`config.mk`:
```
export PLATFORM = sky130hd
export DESIGN_NAME = audio_input_stage
export DESIGN_NICKNAME = d
export VERILOG_FILES = /design/src/rtl/audio_input_stage.sv
export SDC_FILE = /design/constraint.sdc
export NUM_CORES = 1
export LEC_CHECK = 0
export ABC_AREA = 1
export CAP_MARGIN = 20
export CELL_PAD_IN_SITES_DETAIL_PLACEMENT = 1
export CELL_PAD_IN_SITES_GLOBAL_PLACEMENT = 1
export CORE_MARGIN = 2
export CORE_UTILIZATION = 25
export CTS_CLUSTER_SIZE = 28
export DETAILED_ROUTE_END_ITERATION = 7
export HOLD_SLACK_MARGIN = 0.03
export MAX_ROUTING_LAYER = met4
export PLACE_DENSITY = 0.49
export SYNTH_ARGS = -nofsm -noshare
export SYNTH_HDL_FRONTEND = slang
export SYNTH_SLANG_ARGS = --single-unit
```
`constraint.sdc`:
```
create_clock -name clk -period 8.41 [get_ports clk]
set_input_delay 1.682 -clock clk [delete_from_list [all_inputs] [get_ports clk]]
set_output_delay 1.682 -clock clk [all_outputs]
set_load 0.05 [all_outputs]
```
`src/rtl/audio_input_stage.sv`:
```
// rtl/audio_input_stage.sv - I2S left-channel capture, DC removal and paced hand-off to the DFT
// Captures one 16-bit left word per frame, removes DC, and spaces output strobes by MINGAP cycles.
module audio_input_stage #(
  parameter int MINGAP  = 251,
  parameter int DCSHIFT = 10
) (
  input  logic        clk,
  input  logic        rst,
  input  logic        bclk,
  input  logic        lrclk,
  input  logic        sdata,
  input  logic        dcBypass,
  output logic [15:0] inputSample,
  output logic        sampleReady,
  output logic [7:0]  dropCount
);

  localparam logic [1:0] ST_IDLE  = 2'd0;
  localparam logic [1:0] ST_SKIP  = 2'd1;
  localparam logic [1:0] ST_SHIFT = 2'd2;
  localparam logic [1:0] ST_DONE  = 2'd3;

  localparam int GW = (MINGAP > 2) ? $clog2(MINGAP) : 1;
  localparam logic [GW-1:0] GAP_LOAD = GW'(MINGAP - 1);

  logic        r_bclk_s1, r_bclk_s2, r_bclk_d;
  logic        r_lr_s1, r_lr_s2, r_lr_prev;
  logic        r_sd_s1, r_sd_s2;
  logic [1:0]  r_state;
  logic [3:0]  r_bitcnt;
  logic [15:0] r_shift;
  logic signed [31:0] r_acc;
  logic [15:0] r_pend;
  logic        r_pendV;
  logic [GW-1:0] r_gap;
  logic [15:0] r_sample;
  logic        r_ready;
  logic [7:0]  r_drop;

  logic        w_rise, w_lr_edge, w_capt, w_fire;
  logic signed [15:0] w_x, w_hi, w_sat, w_y;
  logic signed [16:0] w_diff;
  logic signed [32:0] w_x33, w_acc33, w_delta, w_sum;
  logic [31:0] w_acc_next;

  assign w_rise    = r_bclk_s2 & ~r_bclk_d;
  assign w_lr_edge = r_lr_s2 ^ r_lr_prev;
  assign w_capt    = (r_state == ST_DONE);
  assign w_fire    = r_pendV && (r_gap == '0);

  always_ff @(posedge clk or negedge rst) begin
    if (!rst) begin
      r_bclk_s1 <= 1'b0;
      r_bclk_s2 <= 1'b0;
      r_bclk_d  <= 1'b0;
      r_lr_s1   <= 1'b0;
      r_lr_s2   <= 1'b0;
      r_sd_s1   <= 1'b0;
      r_sd_s2   <= 1'b0;
    end else begin
      r_bclk_s1 <= bclk;
      r_bclk_s2 <= r_bclk_s1;
      r_bclk_d  <= r_bclk_s2;
      r_lr_s1   <= lrclk;
      r_lr_s2   <= r_lr_s1;
      r_sd_s1   <= sdata;
      r_sd_s2   <= r_sd_s1;
    end
  end

  // r_lr_prev is lrclk as seen at the previous bclk rise, so edges are judged in bit time
  always_ff @(posedge clk or negedge rst) begin
    if (!rst) begin
      r_state   <= ST_IDLE;
      r_bitcnt  <= 4'd0;
      r_shift   <= 16'h0000;
      r_lr_prev <= 1'b0;
    end else begin
      if (w_rise) r_lr_prev <= r_lr_s2;
      case (r_state)
        ST_IDLE: begin
          if (w_rise && !r_lr_s2 && r_lr_prev) r_state <= ST_SKIP;
        end
        ST_SKIP: begin
          r_bitcnt <= 4'd0;
          if (w_rise) r_state <= w_lr_edge ? ST_IDLE : ST_SHIFT;
        end
        ST_SHIFT: begin
          if (w_rise) begin
            if (w_lr_edge) begin
              r_state <= ST_IDLE;
            end else begin
              r_shift  <= {r_shift[14:0], r_sd_s2};
              r_bitcnt <= r_bitcnt + 4'd1;
              if (r_bitcnt == 4'd15) r_state <= ST_DONE;
            end
          end
        end
        default: r_state <= ST_IDLE;
      endcase
    end
  end

  assign w_x     = $signed(r_shift);
  assign w_hi    = r_acc[31:16];
  assign w_diff  = {w_x[15], w_x} - {w_hi[15], w_hi};
  assign w_x33   = {w_x[15], w_x, 16'h0000};
  assign w_acc33 = {r_acc[31], r_acc};
  assign w_delta = (w_x33 - w_acc33) >>> DCSHIFT;
  assign w_sum   = w_acc33 + w_delta;
  assign w_y     = dcBypass ? w_x : w_sat;

  always_comb begin
    w_sat = w_diff[15:0];
    if (w_diff[16] != w_diff[15]) w_sat = w_diff[16] ? 16'sh8000 : 16'sh7FFF;
  end

  always_comb begin
    w_acc_next = w_sum[31:0];
    if (w_sum[32] != w_sum[31]) w_acc_next = w_sum[32] ? 32'h8000_0000 : 32'h7FFF_FFFF;
  end

  always_ff @(posedge clk or negedge rst) begin
    if (!rst) begin
      r_acc <= 32'sd0;
    end else if (w_capt) begin
      r_acc <= $signed(w_acc_next);
    end
  end

  // A new word may replace pend in the very cycle pend is being presented
  always_ff @(posedge clk or negedge rst) begin
    if (!rst) begin
      r_pend   <= 16'h0000;
      r_pendV  <= 1'b0;
      r_gap    <= '0;
      r_sample <= 16'h0000;
      r_ready  <= 1'b0;
      r_drop   <= 8'd0;
    end else begin
      if (w_capt) begin
        if (!r_pendV || w_fire) begin
          r_pend  <= w_y;
          r_pendV <= 1'b1;
        end else if (r_drop != 8'hFF) begin
          r_drop <= r_drop + 8'd1;
        end
      end else if (w_fire) begin
        r_pendV <= 1'b0;
      end
      if (w_fire) begin
        r_ready  <= 1'b1;
        r_sample <= r_pend;
        r_gap    <= GAP_LOAD;
      end else begin
        r_ready <= 1'b0;
        if (r_gap != '0) r_gap <= r_gap - 1'b1;
      end
    end
  end

  assign inputSample = r_sample;
  assign sampleReady = r_ready;
  assign dropCount   = r_drop;

endmodule

```
; ---- Word level (Yosys, flattened, before mapping)
; Index checks and enable logic that the tools add are counted.
[op_classes]
mux = 21
n_addsub = 6
bitwise = 5
n_eq_ne = 13
n_reduce_logical = 18
[ops]
columns = op, n
row1 = $mux 32, 2
row2 = $mux 16, 3
row3 = $add 32x23->33, 1
row4 = $sub 32x32->33, 1
row5 = $sub 16x16->17, 1
row6 = $mux 8, 2
row7 = $mux 2, 6
row8 = $reduce_and 3->1, 3
row9 = $add 8x1->8 const B, 1
row10 = $logic_not 8->1, 1
row11 = $mux 4, 2
row12 = $ne 2x2->1 const B, 4
row13 = $ne 8x8->1 const B, 1
row14 = $pmux 4 s2, 1
row15 = $reduce_bool 8->1, 1
row16 = $sub 8x1->8 const B, 1
row17 = $pmux 2 s3, 1
row18 = $reduce_bool 2->1, 3
row19 = $add 4x1->4 const B, 1
row20 = $eq 2x2->1 const B, 2
row21 = $eq 4x4->1 const B, 1
row22 = $mux 1, 4
row23 = $reduce_and 2->1, 2
row24 = $reduce_and 4->1, 1
row25 = 11 further kinds, 17
[word_totals]
elab_cells = 81
inputBits = 6
ff_bits = 112

; ---- Longest topological paths before layout
[logic_depth]
ltp_word = 6
ltp_mapped = 27

; ---- Worst setup path before layout
; OpenSTA, ideal clock, no wires.
[synth_timing]
path_kind = register to register
start = reg r_shift[0]
end = reg r_acc[22]
path_stages_with_launch = 23
arrival_time_ns = 3.389
setup_slack_ns = 4.901
synth_period_minus_slack_ns = 3.509
setup_time_ns = 0.120
path_cell_list = dfrtp_1 inv_1 ha_1 fa_1 o21ai_4 nand2_2 nand3_2 nand2_4 nand2_4 nand2_2 nand2_1 ha_1 nand2_1 inv_1 a21oi_2 nand2_1 a21oi_2 nand2_1 nand2_1 nand2_2 a21oi_4 buf_6 a21oi_2
[synth_via]
elab_chain_cells = 4
elab_cells_between_ends = 5
classes_between = add/sub (2) / eq/ne (1) / mux (2)
[synth_lines]
columns = element, line_no
row1 = start: declaration, 31  ; logic [15:0] r_shift;
row2 = start signal: assignment, 93  ; r_shift <= {r_shift[14:0], r_sd_s2};
row3 = $sub 32x32->33 (*), 109  ; assign w_delta = (w_x33 - w_acc33) >>> DCSHIFT;
row4 = $add 32x23->33 (*), 110  ; assign w_sum = w_acc33 + w_delta;
row5 = $mux 32 / $ne 1x1->1 (equally long branches), 120  ; if (w_sum[32] != w_sum[31]) w_acc_next = w_sum[32] ? 32'h8000_0000 : 32'h7FFF_FFFF;
row6 = $mux 32 (*), 120
row7 = end signal: assignment, 127  ; r_acc <= $signed(w_acc_next);
row8 = end: declaration, 32  ; logic signed [31:0] r_acc;
; Every way passes the cells marked *; elsewhere a longest branch is shown, timed or not.
; A chain may end at the register's enable or synchronous reset.

; ---- Worst setup path in the final report
[layout_timing]
start = reg r_acc[20]
end = reg r_acc[14]
[layout_via]
elab_chain_cells = 4
elab_cells_between_ends = 5
classes_between = add/sub (2) / eq/ne (1) / mux (2)
[layout_lines]
columns = element, line_no
row1 = $sub 32x32->33, 109
row2 = $add 32x23->33 (*), 110
row3 = $mux 32 / $ne 1x1->1 (equally long branches), 120
row4 = $mux 32 (*), 120
; Marked as above.

==> impl_metrics.ini <==
[timing]
tightest_slew_ns = 1.05
tns_ns = 0
hold_viol_final = 0
setup-violations-final = 0
rsz0062_at_grt = no
fmax_mhz = 206
fin_crit_ns = 4.86
fin_skew_ns = 0.00921
max_slew_margin_pct = 29.6
finalCritPeriodShare_pct = 57.8
slew_violations = 0

[setup_path]
crit_path_start_kind = flop
crit_fanout = 31
r2r_slack_ns = 3.55
ff2ff_path_depth = 22
worstSetupPathType = flop to flop
r2r-end = r_acc[14]
r2r_start = r_acc[20]
arrival_ns = 5.06
worstPathRequired_ns = 8.61
endpoint_kind = flop

[synth]
synth-edff-count = 0
ys_ff_latch = 112
synth_area_leaders = dfrtp_1 (32%), nand2_1 (18%), ha_1 (7.5%), inv_1 (7.4%), nor2_1 (5.4%)
synthCells = 1287
syn-num-nets = 1348
synth_warnings = 0
synth_top_area_share_pct = 31.6
syn-cell-area_um2 = 8880
synth.yosys.seq_area_share_pct = 31.6
synth-async-reset-ratio_pct = 100
yosysUniqueCellTypes = 50
avgSynthCellArea_um2 = 6.90
synth_top_cell_by_area = dfrtp_1
ys.flop_type = dfrtp_1

[drt]
drtPass1Iterations = 4
totalWireLength_um = 27400
vias = 7870
drc = 0
ant_nets = 0
initialDrtViolationCount = 372
vias_per_cell = 4.45
wl_per_cell_um = 15.5

[global_routing]
grt_pass1_vias = 8102
antenna_found_initial = 0
grt_first_pass_wirelength_um = 44500
overflow = 0
grt_usage_pct = 15.9
grt_max_degree = 62

[final_layout]
n_antenna_cell = 0
fillers = 4389
drive_gt1_share_pct = 7.49
layout_commonest_cell = nand2_1
final_cell_mix = nand2_1 (420), inv_1 (175), nor2_1 (126)
final_nets = 1365
areaGrowthSynthToFinish_pct = 11.1
final_area_um2 = 9870

[place]
place_area_um2 = 9540
dp_hpwl_um = 22700
numPortBuffers = 30
gp_congestion = 0.791

[clocking]
post_cts_buffers = 0
hold_buffers = 0
cts_sinks = 112
cts_resized = 0
clockRootBuffer = clkbuf_16
clkLatencyLatePin_ns = 0.37
cts_buffers = 9
clockBufferDepth = 2
cts.reportedPaths.clkPinSlew_ns = 0.08
cts_tree = done
h-tree-depth = 3

[flow_run]
maxCapViolations = 0

[floorplan]
coreArea_um2 = 35300
start_util_pct = 25.1
die_width_um = 192
rows = 69
die_area_um2 = 37000
die_y_um = 192
io_pins = 31

[worst_hold_path]
worstHoldPathCells = 0
min_from = r_bclk_s1
hold_path.class = flop to flop
min_to = r_bclk_s2

[outcome]
status = finished, final reports clean
-- per-layer routing --
layer | GRT usage (%) | vias to the layer above | part of all wire [%]
met4 | 3.64 | 0 | 1.1
met3 | 1.36 | 15 | 1.1
met1 | 22.2 | 3731 | 53
met2 | 24.9 | 44 | 44
li1 | - | 4080 | -
met5 | - | - | 0
-- critical path, cell delays in order (launching register included) --
cell	delay, ns
dfrtp_1	0.39
inv_1	0.09
ha_1	0.42
nand2_1	0.16
nor2_2	0.19
inv_1	0.08
nor2_1	0.09
nand2_1	0.06
o21ai_0	0.29
nand2_1	0.09
nand3_1	0.08
nand2_1	0.31
ha_1	0.48
a21oi_1	0.24
nand2_1	0.10
nand2_1	0.06
nand2_1	0.05
a21oi_1	0.22
nand2_1	0.12
nand2_1	0.08
nand2_2	0.08
a21oi_4	0.82
a21oi_1	0.16
-- worst max path at each step --
stage / slack, ns / start / end
4_1_cts: 3.50 / r_acc[20] / r_acc[14]
6_report: 3.55 / r_acc[20] / r_acc[14]
3_3_place_gp: 3.55 / r_acc[20] / r_acc[18]
2_1_floorplan: 4.90 / r_shift[0] / r_acc[22]
3_5_place_dp: 3.53 / r_acc[20] / r_acc[14]
5_1_grt: 3.02 / r_acc[20] / r_acc[16]
-- registers in the layout, indices dropped and copies added, names as in the netlist --
register	count
r_gap	8
r_lr_prev	1
r_state	2
dropCount	8
r_shift	16
r_lr_s2	1
r_sd_s1	1
inputSample	16
r_lr_s1	1
sampleReady	1
r_bclk_d	1
r_pend	16
r_bclk_s2	1
r_bclk_s1	1
r_pendV	1
r_bitcnt	4
r_acc	32
r_sd_s2	1
-- cell usage after synthesis, drive strengths merged, types with 2 or more instances --
master and number:
o21a 2, nand3 66, a21oi 105, buf 17, inv 179, ha 53, xor2 48, nand2 447
clkbuf 9, clkinv 2, xnor2 8, nor3 8, dfrtp 112, nor2 135, o21ai 53, fa 2
a21boi 2, o21bai 9, or2 2, nor4 5, nand4 12
-- kinds of logic (layout without fill, tap and decap cells) --
kind of cell / Yosys count / in the layout / share of synthesized area (%)
AND/OR/NAND/NOR: 678 / 678 / 32.5
buffers and inverters: 209 / 231 / 10.4
AO/OA/AOI/OAI: 176 / 176 / 11.9
flip-flops: 112 / 112 / 31.6
XOR/XNOR: 56 / 56 / 5.52
adder cells (fa/ha/maj): 55 / 55 / 7.92
multiplexers: 1 / 1 / 0.127
-- stage by stage --
stage | setup slack, ns | hold slack [ns] | cells | util, %
after floorplan | 4.90 | 0.331 | 1287 | -
after global placement | 3.55 | 0.334 | 1754 | 27.0
after detailed placement | 3.53 | 0.339 | 1754 | 27.0
after CTS | 3.50 | 0.356 | 1770 | 27.9
after global routing | 3.02 | 0.358 | 1770 | 27.9
final | 3.55 | 0.354 | 1770 | 27.9
-- final cells by class --
cell class                 instances  area [um^2]  share of cell area, %
timing repair buffer              34          328                   3.32
multi-input combinational        966         5150                   52.2
inverter                         181          681                   6.90
clock inverter                     6         97.6                  0.989
tap                              461          577                   5.85
clock buffer                      10          229                   2.32
sequential                       112         2800                   28.4
Power is not shown: default switching activity piles up to over one toggle a cycle in this logic, so the estimate is an artifact.
